==> src/rtl/axi_traffic_sequencer.sv <==
// Single-outstanding AXI4 handshake sequencer: runs `count` writes then `count` reads,
// checks responses and abandons the run if the bus stalls for TIMEOUT cycles.
//
// state     | meaning
// IDLE      | waiting for start
// WR_ISSUE  | awvalid/wvalid offered, each drops on its own handshake
// WR_RESP   | bready high, waiting for B
// RD_ISSUE  | arvalid offered
// RD_DATA   | rready high, waiting for R
// FINISH    | done pulse, back to IDLE next cycle
module axi_traffic_sequencer #(
    parameter int CW      = 32,
    parameter int TIMEOUT = 1024
) (
    input  logic          clk,
    input  logic          resetn,
    input  logic          start,
    input  logic          do_write,
    input  logic          do_read,
    input  logic [CW-1:0] count,
    input  logic          awready,
    input  logic          wready,
    input  logic          arready,
    input  logic          bvalid,
    input  logic [1:0]    bresp,
    input  logic          rvalid,
    input  logic [1:0]    rresp,
    input  logic          rlast,
    output logic          awvalid,
    output logic          wvalid,
    output logic          bready,
    output logic          arvalid,
    output logic          rready,
    output logic          busy,
    output logic          done,
    output logic          bresp_err,
    output logic          rresp_err,
    output logic          rlast_err,
    output logic          timeout_err,
    output logic [CW-1:0] wr_completed,
    output logic [CW-1:0] rd_completed
);

    localparam int SW = $clog2(TIMEOUT);
    localparam logic [SW-1:0] STALL_MAX = SW'(TIMEOUT - 1);

    typedef enum logic [2:0] {
        ST_IDLE,
        ST_WR_ISSUE,
        ST_WR_RESP,
        ST_RD_ISSUE,
        ST_RD_DATA,
        ST_FINISH
    } state_t;

    state_t          r_state;
    logic            r_do_read;
    logic [CW-1:0]   r_count;
    logic [SW-1:0]   r_stall;
    logic            r_awvalid, r_wvalid, r_bready, r_arvalid, r_rready;
    logic            r_busy, r_done;
    logic            r_bresp_err, r_rresp_err, r_rlast_err, r_timeout_err;
    logic [CW-1:0]   r_wr_cnt, r_rd_cnt;

    logic            w_aw_hs, w_w_hs, w_b_hs, w_ar_hs, w_r_hs, w_hs;
    logic            w_in_xfer, w_abort, w_cnt_nz;
    logic [CW-1:0]   w_wr_next, w_rd_next;

    assign w_aw_hs   = r_awvalid & awready;
    assign w_w_hs    = r_wvalid  & wready;
    assign w_b_hs    = r_bready  & bvalid;
    assign w_ar_hs   = r_arvalid & arready;
    assign w_r_hs    = r_rready  & rvalid;
    assign w_hs      = w_aw_hs | w_w_hs | w_b_hs | w_ar_hs | w_r_hs;
    assign w_in_xfer = (r_state == ST_WR_ISSUE) || (r_state == ST_WR_RESP) ||
                       (r_state == ST_RD_ISSUE) || (r_state == ST_RD_DATA);
    // A handshake on the stall edge counts as progress and beats the watchdog.
    assign w_abort   = w_in_xfer && !w_hs && (r_stall == STALL_MAX);
    assign w_cnt_nz  = (count != '0);
    assign w_wr_next = r_wr_cnt + CW'(1);
    assign w_rd_next = r_rd_cnt + CW'(1);

    always_ff @(posedge clk or negedge resetn) begin
        if (!resetn) begin
            r_state       <= ST_IDLE;
            r_do_read     <= 1'b0;
            r_count       <= '0;
            r_stall       <= '0;
            r_awvalid     <= 1'b0;
            r_wvalid      <= 1'b0;
            r_bready      <= 1'b0;
            r_arvalid     <= 1'b0;
            r_rready      <= 1'b0;
            r_busy        <= 1'b0;
            r_done        <= 1'b0;
            r_bresp_err   <= 1'b0;
            r_rresp_err   <= 1'b0;
            r_rlast_err   <= 1'b0;
            r_timeout_err <= 1'b0;
            r_wr_cnt      <= '0;
            r_rd_cnt      <= '0;
        end else begin
            r_done <= 1'b0;

            if (w_hs || !w_in_xfer) begin
                r_stall <= '0;
            end else begin
                r_stall <= r_stall + SW'(1);
            end

            if (w_abort) begin
                r_awvalid     <= 1'b0;
                r_wvalid      <= 1'b0;
                r_bready      <= 1'b0;
                r_arvalid     <= 1'b0;
                r_rready      <= 1'b0;
                r_timeout_err <= 1'b1;
                r_done        <= 1'b1;
                r_state       <= ST_FINISH;
            end else begin
                case (r_state)
                    ST_IDLE: begin
                        if (start) begin
                            r_do_read     <= do_read;
                            r_count       <= count;
                            r_busy        <= 1'b1;
                            r_wr_cnt      <= '0;
                            r_rd_cnt      <= '0;
                            r_bresp_err   <= 1'b0;
                            r_rresp_err   <= 1'b0;
                            r_rlast_err   <= 1'b0;
                            r_timeout_err <= 1'b0;
                            if (do_write && w_cnt_nz) begin
                                r_awvalid <= 1'b1;
                                r_wvalid  <= 1'b1;
                                r_state   <= ST_WR_ISSUE;
                            end else if (do_read && w_cnt_nz) begin
                                r_arvalid <= 1'b1;
                                r_state   <= ST_RD_ISSUE;
                            end else begin
                                r_done  <= 1'b1;
                                r_state <= ST_FINISH;
                            end
                        end
                    end

                    ST_WR_ISSUE: begin
                        if (w_aw_hs) r_awvalid <= 1'b0;
                        if (w_w_hs)  r_wvalid  <= 1'b0;
                        if ((!r_awvalid || awready) && (!r_wvalid || wready)) begin
                            r_bready <= 1'b1;
                            r_state  <= ST_WR_RESP;
                        end
                    end

                    ST_WR_RESP: begin
                        if (w_b_hs) begin
                            r_wr_cnt <= w_wr_next;
                            r_bready <= 1'b0;
                            if (bresp != 2'b00) r_bresp_err <= 1'b1;
                            if (w_wr_next != r_count) begin
                                r_awvalid <= 1'b1;
                                r_wvalid  <= 1'b1;
                                r_state   <= ST_WR_ISSUE;
                            end else if (r_do_read) begin
                                r_arvalid <= 1'b1;
                                r_state   <= ST_RD_ISSUE;
                            end else begin
                                r_done  <= 1'b1;
                                r_state <= ST_FINISH;
                            end
                        end
                    end

                    ST_RD_ISSUE: begin
                        if (w_ar_hs) begin
                            r_arvalid <= 1'b0;
                            r_rready  <= 1'b1;
                            r_state   <= ST_RD_DATA;
                        end
                    end

                    ST_RD_DATA: begin
                        if (w_r_hs) begin
                            r_rd_cnt <= w_rd_next;
                            r_rready <= 1'b0;
                            if (rresp != 2'b00) r_rresp_err <= 1'b1;
                            if (!rlast)         r_rlast_err <= 1'b1;
                            if (w_rd_next != r_count) begin
                                r_arvalid <= 1'b1;
                                r_state   <= ST_RD_ISSUE;
                            end else begin
                                r_done  <= 1'b1;
                                r_state <= ST_FINISH;
                            end
                        end
                    end

                    ST_FINISH: begin
                        r_busy  <= 1'b0;
                        r_state <= ST_IDLE;
                    end

                    default: begin
                        r_busy  <= 1'b0;
                        r_state <= ST_IDLE;
                    end
                endcase
            end
        end
    end

    assign awvalid      = r_awvalid;
    assign wvalid       = r_wvalid;
    assign bready       = r_bready;
    assign arvalid      = r_arvalid;
    assign rready       = r_rready;
    assign busy         = r_busy;
    assign done         = r_done;
    assign bresp_err    = r_bresp_err;
    assign rresp_err    = r_rresp_err;
    assign rlast_err    = r_rlast_err;
    assign timeout_err  = r_timeout_err;
    assign wr_completed = r_wr_cnt;
    assign rd_completed = r_rd_cnt;

endmodule

==> config.mk <==
export PLATFORM = sky130hd
export DESIGN_NAME = axi_traffic_sequencer
export DESIGN_NICKNAME = d
export VERILOG_FILES = /design/src/rtl/axi_traffic_sequencer.sv
export SDC_FILE = /design/constraint.sdc
export NUM_CORES = 1
export LEC_CHECK = 0
export ABC_AREA = 1
export BUFFER_PORTS_ARGS = -buffer_cell sky130_fd_sc_hd__buf_2
export CELL_PAD_IN_SITES_DETAIL_PLACEMENT = 1
export CELL_PAD_IN_SITES_GLOBAL_PLACEMENT = 1
export CORE_MARGIN = 4
export CORE_UTILIZATION = 41
export CTS_CLUSTER_DIAMETER = 150
export CTS_CLUSTER_SIZE = 10
export DETAILED_ROUTE_END_ITERATION = 16
export HOLD_SLACK_MARGIN = 0.06
export PLACE_DENSITY = 0.9
export SLEW_MARGIN = 20
export SYNTH_ARGS = -nofsm -noshare
export SYNTH_HDL_FRONTEND = slang
export SYNTH_SLANG_ARGS = --single-unit
==> constraint.sdc <==
create_clock -name clk -period 2.4 [get_ports clk]
set_input_delay 0.12 -clock clk [delete_from_list [all_inputs] [get_ports clk]]
set_output_delay 0.12 -clock clk [all_outputs]
set_load 0.02 [all_outputs]
==> implementation parameters <==
Parameter                              Value

Outcome
  Outcome    complete, but fails checks
  Violated checks    setup timing

Critical path
  Worst reg2reg setup slack    -560 ps
  Source of the worst register-to-register timing path    wr_completed[6]
  Launching element type of the critical path    register
  Cell count of the worst reg-to-reg path    16
  Largest stage delay, worst path    450 ps
  Count of buffering cells on the critical path with inverters included    1
  Crit end category    register
  Type of the setup path with the least slack    register to register
  Worst R2R End    arvalid
  Worst EP required    2730 ps
  Maximum fanout along the worst path    6
  Worst path arrival time    3300 ps
  Critical path's top delay family    simple AND/OR/NAND/NOR gates
  Most used cell, CP    sky130_fd_sc_hd__nand2_1
  Cell breakdown of the critical path    nand2_2 > buf_4 > nor2_4 > nand3_2 > o21ai_0 > nand2_2 > nand2_1 > nand2_1 > nor2_1 > nand2_1 > nor2_2 > nand3_1 > a21oi_2 > nand2_1 > nand2_1 > nand2_1
  Max stage delay cell, worst path    sky130_fd_sc_hd__dfrtp_1

Finish
  Area of the multi-input gates    0.00537 sq mm
  Fill cell count    2,646
  Fraction of final layout cells with drive strength greater than 1    0.337
  Area Overhead vs Synth    51.7%
  Post-route insts no fill    2,002
  Final design area excluding fillers    0.0127 sq mm
  Sequential cell area in the final layout    0.00304 sq mm
  Number of nets in the layout    1,766
  Util after Layout    0.631

Logic synthesis
  Share of the synthesized area in the top cell type    0.361
  Post-synthesis net count    1,384
  Dominant cells by area after synthesis    sky130_fd_sc_hd__dfrtp_1 36%, sky130_fd_sc_hd__nand2_1 22%, sky130_fd_sc_hd__nand3_1 8.9%
  Async set-or-reset flop fraction in the synthesized netlist    1.00
  Number of flip-flops and latches in the synthesized netlist    121
  Leading cell type by number of instances after synthesis    sky130_fd_sc_hd__nand2_1
  Most frequent cells after synthesis    492 x sky130_fd_sc_hd__nand2_1, 169 x sky130_fd_sc_hd__nor2_1, 157 x sky130_fd_sc_hd__inv_1, 150 x sky130_fd_sc_hd__nand3_1, 121 x sky130_fd_sc_hd__dfrtp_1
  Number of synthesized flops with an enable pin    0
  Synth warn    0
  Synth Cell Area    0.00839 sq mm
  Instance count of the mapped netlist    1,334
  Most area-hungry cell type in the Yosys netlist    sky130_fd_sc_hd__dfrtp_1
  Synthesized area per cell    6.29 sq um
  Seq/Total Area, Yosys    0.361
  Synth cell types    32
  Synth Flop Type    sky130_fd_sc_hd__dfrtp_1

Clock network
  Deepest clock path buffer count    2
  Total clock buffers created by CTS    17
  H-tree Lvls    4
  Clock input transition at the sequential cells of the worst setup and hold paths    60 ps
  Insertion delay to the later sink of the worst-skew pair    460 ps
  Number of sinks driven by the clock tree    121
  CTS root buf    sky130_fd_sc_hd__clkbuf_16
  CTS tree    yes

Global routing
  Initial antenna violation count    5
  Maximum number of pins on one net before global-route repair    65
  Total routing resource utilization after global routing    0.404
  Congestion Overflow GR    0
  Vias in the first global route    12,700
  Global-route wire length before repair    70,000 um

Placed design
  Final RePlAce weighted congestion    0.974
  HPWL after detailed placement    29,500 um
  Post-Place Cell Area    0.0105 sq mm
  Count of buffers from port buffering    121
  Post-Place Setup Slack    -182 ps
  Total placed cells including tap cells    1,860

Detailed routing
  Per-cell routed wire length    27.9 um
  Initial DRC Count    1,335
  Number of remaining DRC errors    0
  Routed vias    12,800
  Routed Antenna Nets    0
  Vias per cell    6.39
  Detailed Route WL    55,800 um
  Drt first pass iters    6

Timing
  Worst slew margin    0.294
  Fraction of the cycle the final worst path needs    1.23
  Min cycle time layout    2960 ps
  Unrepaired setup endpoints after global routing    yes
  Count of final hold-check violations    0
  Max Clk Rate    338 MHz
  Skew final    17.5 ps
  Max-slew violations    0
  Slew at the pin closest to its max-slew limit    1060 ps
  Setup violations, final    6
  Final worst slack    -562 ps
  WHS    245 ps

Floorplan
  Die boundary width    151 um
  Die Y    151 um
  Standard-cell rows    52
  I/O pin cnt    122
  Placeable Area    0.0202 sq mm
  Initial core utilization    0.416
  Die footprint    0.0228 sq mm

Power
  Cell Int Power    6.56 mW
  Net switching power figure    6.91 mW
  Total power per unit cell area    1060 mW/mm^2
  Maximum VDD drop    0.755 mV
  Static power due to leakage    6.43 nW
  Net switching fraction of the power    0.513
  Logic pwr share    0.527
  Clock network power share    0.202
  Sequential cell fraction of total power    0.271

Worst hold path
  Hold path depth    5
  Hold Path Class    input pin to register
  Hold EP    done
  Startpoint of the lowest-slack hold path    bvalid

Job
  Number of max-capacitance violations reported    0
## flip-flops by register name (all words and copies together) (netlist names), 3 cells and up
name          count
r_count          32
rd_completed     32
r_state           3
wr_completed     32
r_stall          10
## final cells by class
type | instances | area share
Multi-Input combinational cell | 1029 | 0.422
Sequential cell | 121 | 0.239
Timing Repair Buffer | 381 | 0.217
Inverter | 166 | 0.0493
Clock buffer | 24 | 0.0402
Tap cell | 270 | 0.0265
Clock inverter | 7 | 0.00511
Antenna cell | 4 | 0.000786
## placed cells by master, fill, tap and decap left out, types with 9 or more instances in the layout
cell,Yosys,layout
sky130_fd_sc_hd__dfrtp_1,121,109
sky130_fd_sc_hd__inv_2,8,11
sky130_fd_sc_hd__a21oi_1,18,14
sky130_fd_sc_hd__nand2_4,2,14
sky130_fd_sc_hd__dfrtp_2,0,12
sky130_fd_sc_hd__dlygate4sd3_1,0,41
sky130_fd_sc_hd__o21ai_0,55,54
sky130_fd_sc_hd__nor2_2,10,41
sky130_fd_sc_hd__buf_4,0,206
sky130_fd_sc_hd__clkbuf_16,0,17
sky130_fd_sc_hd__nand2_1,492,429
sky130_fd_sc_hd__nor2_1,169,114
sky130_fd_sc_hd__buf_2,0,120
sky130_fd_sc_hd__nor2_4,8,32
sky130_fd_sc_hd__o22ai_1,53,53
sky130_fd_sc_hd__nand3_2,2,20
sky130_fd_sc_hd__inv_1,157,154
sky130_fd_sc_hd__nor3_1,13,9
sky130_fd_sc_hd__nand4_1,15,15
sky130_fd_sc_hd__nand2_2,8,59
sky130_fd_sc_hd__nand3_1,150,130
## worst register-to-register path, delay by kind of cell, from the launching register on
family / cells / cell delay [ps]
and+or+nand+nor: 13 / 1710
AOI/OAI and AO/OA: 2 / 540
DFF: 1 / 450
buffers and inverters: 1 / 150
## worst max-delay path by stage
| stage | from | to | slack [ps] | cells past startpoint |
|---|---|---|---|---|
| 6_report | wr_completed[6] | arvalid | -560 | 16 |
| 5_1_grt | wr_completed[13] | arvalid | -700 | 18 |
| 4_1_cts | rd_completed[1] | arvalid | -40 | 19 |
| 3_5_place_dp | rd_completed[5] | arvalid | -180 | 19 |
| 3_3_place_gp | wr_completed[10] | awvalid | -70 | 14 |
| 2_1_floorplan | rd_completed[0] | arvalid | 100 | 18 |
## per-stage QoR
stage               power [mW]  setup TNS, ps
floorplan                 6.30              0
global route              13.8          -3750
detailed placement        8.83           -759
global placement          8.60           -186
finish                    13.5          -2930
CTS                       11.8          -82.3
## metal layers
layer	global-route usage	vias to the layer above	routed length, um
met5	0	-	15
met4	0.277	2	6360
met3	0.0880	516	5610
met2	0.695	1140	25500
met1	0.445	6067	18400
li1	-	5065	-
## logic make-up (layout without fill, tap and decap cells)
logic type | count (synthesis) | in the layout | share of synthesized area
simple gates | 883 | 883 | 0.451
buf+inv | 184 | 578 | 0.0823
compound gates | 137 | 137 | 0.0914
flops | 121 | 121 | 0.361
xor+xnor | 6 | 6 | 0.00954
fa+ha+maj | 3 | 3 | 0.00447
other cells | 0 | 4 | 0
## repair_timing
item | 4_1_cts | 5_1_grt
gates resized for setup | 92 | 127
pin swaps | 43 | 52
endpoints found under the hold margin | 74 | 0
setup endpoints to repair | 6 | 25
hold buffers | 41 | 0
cloned | 0 | 0
setup buffers | 35 | 32
## power by group through the flow
stage	registers [mW]	clock network, mW	logic, mW
CTS	3.43	2.60	5.81
detailed placement	3.42	0	5.42
finish	3.65	2.71	7.10
global placement	3.39	0	5.21
floorplan	3.57	0	2.73
global route	3.65	2.75	7.42
Power figures use the tool's default switching activity.
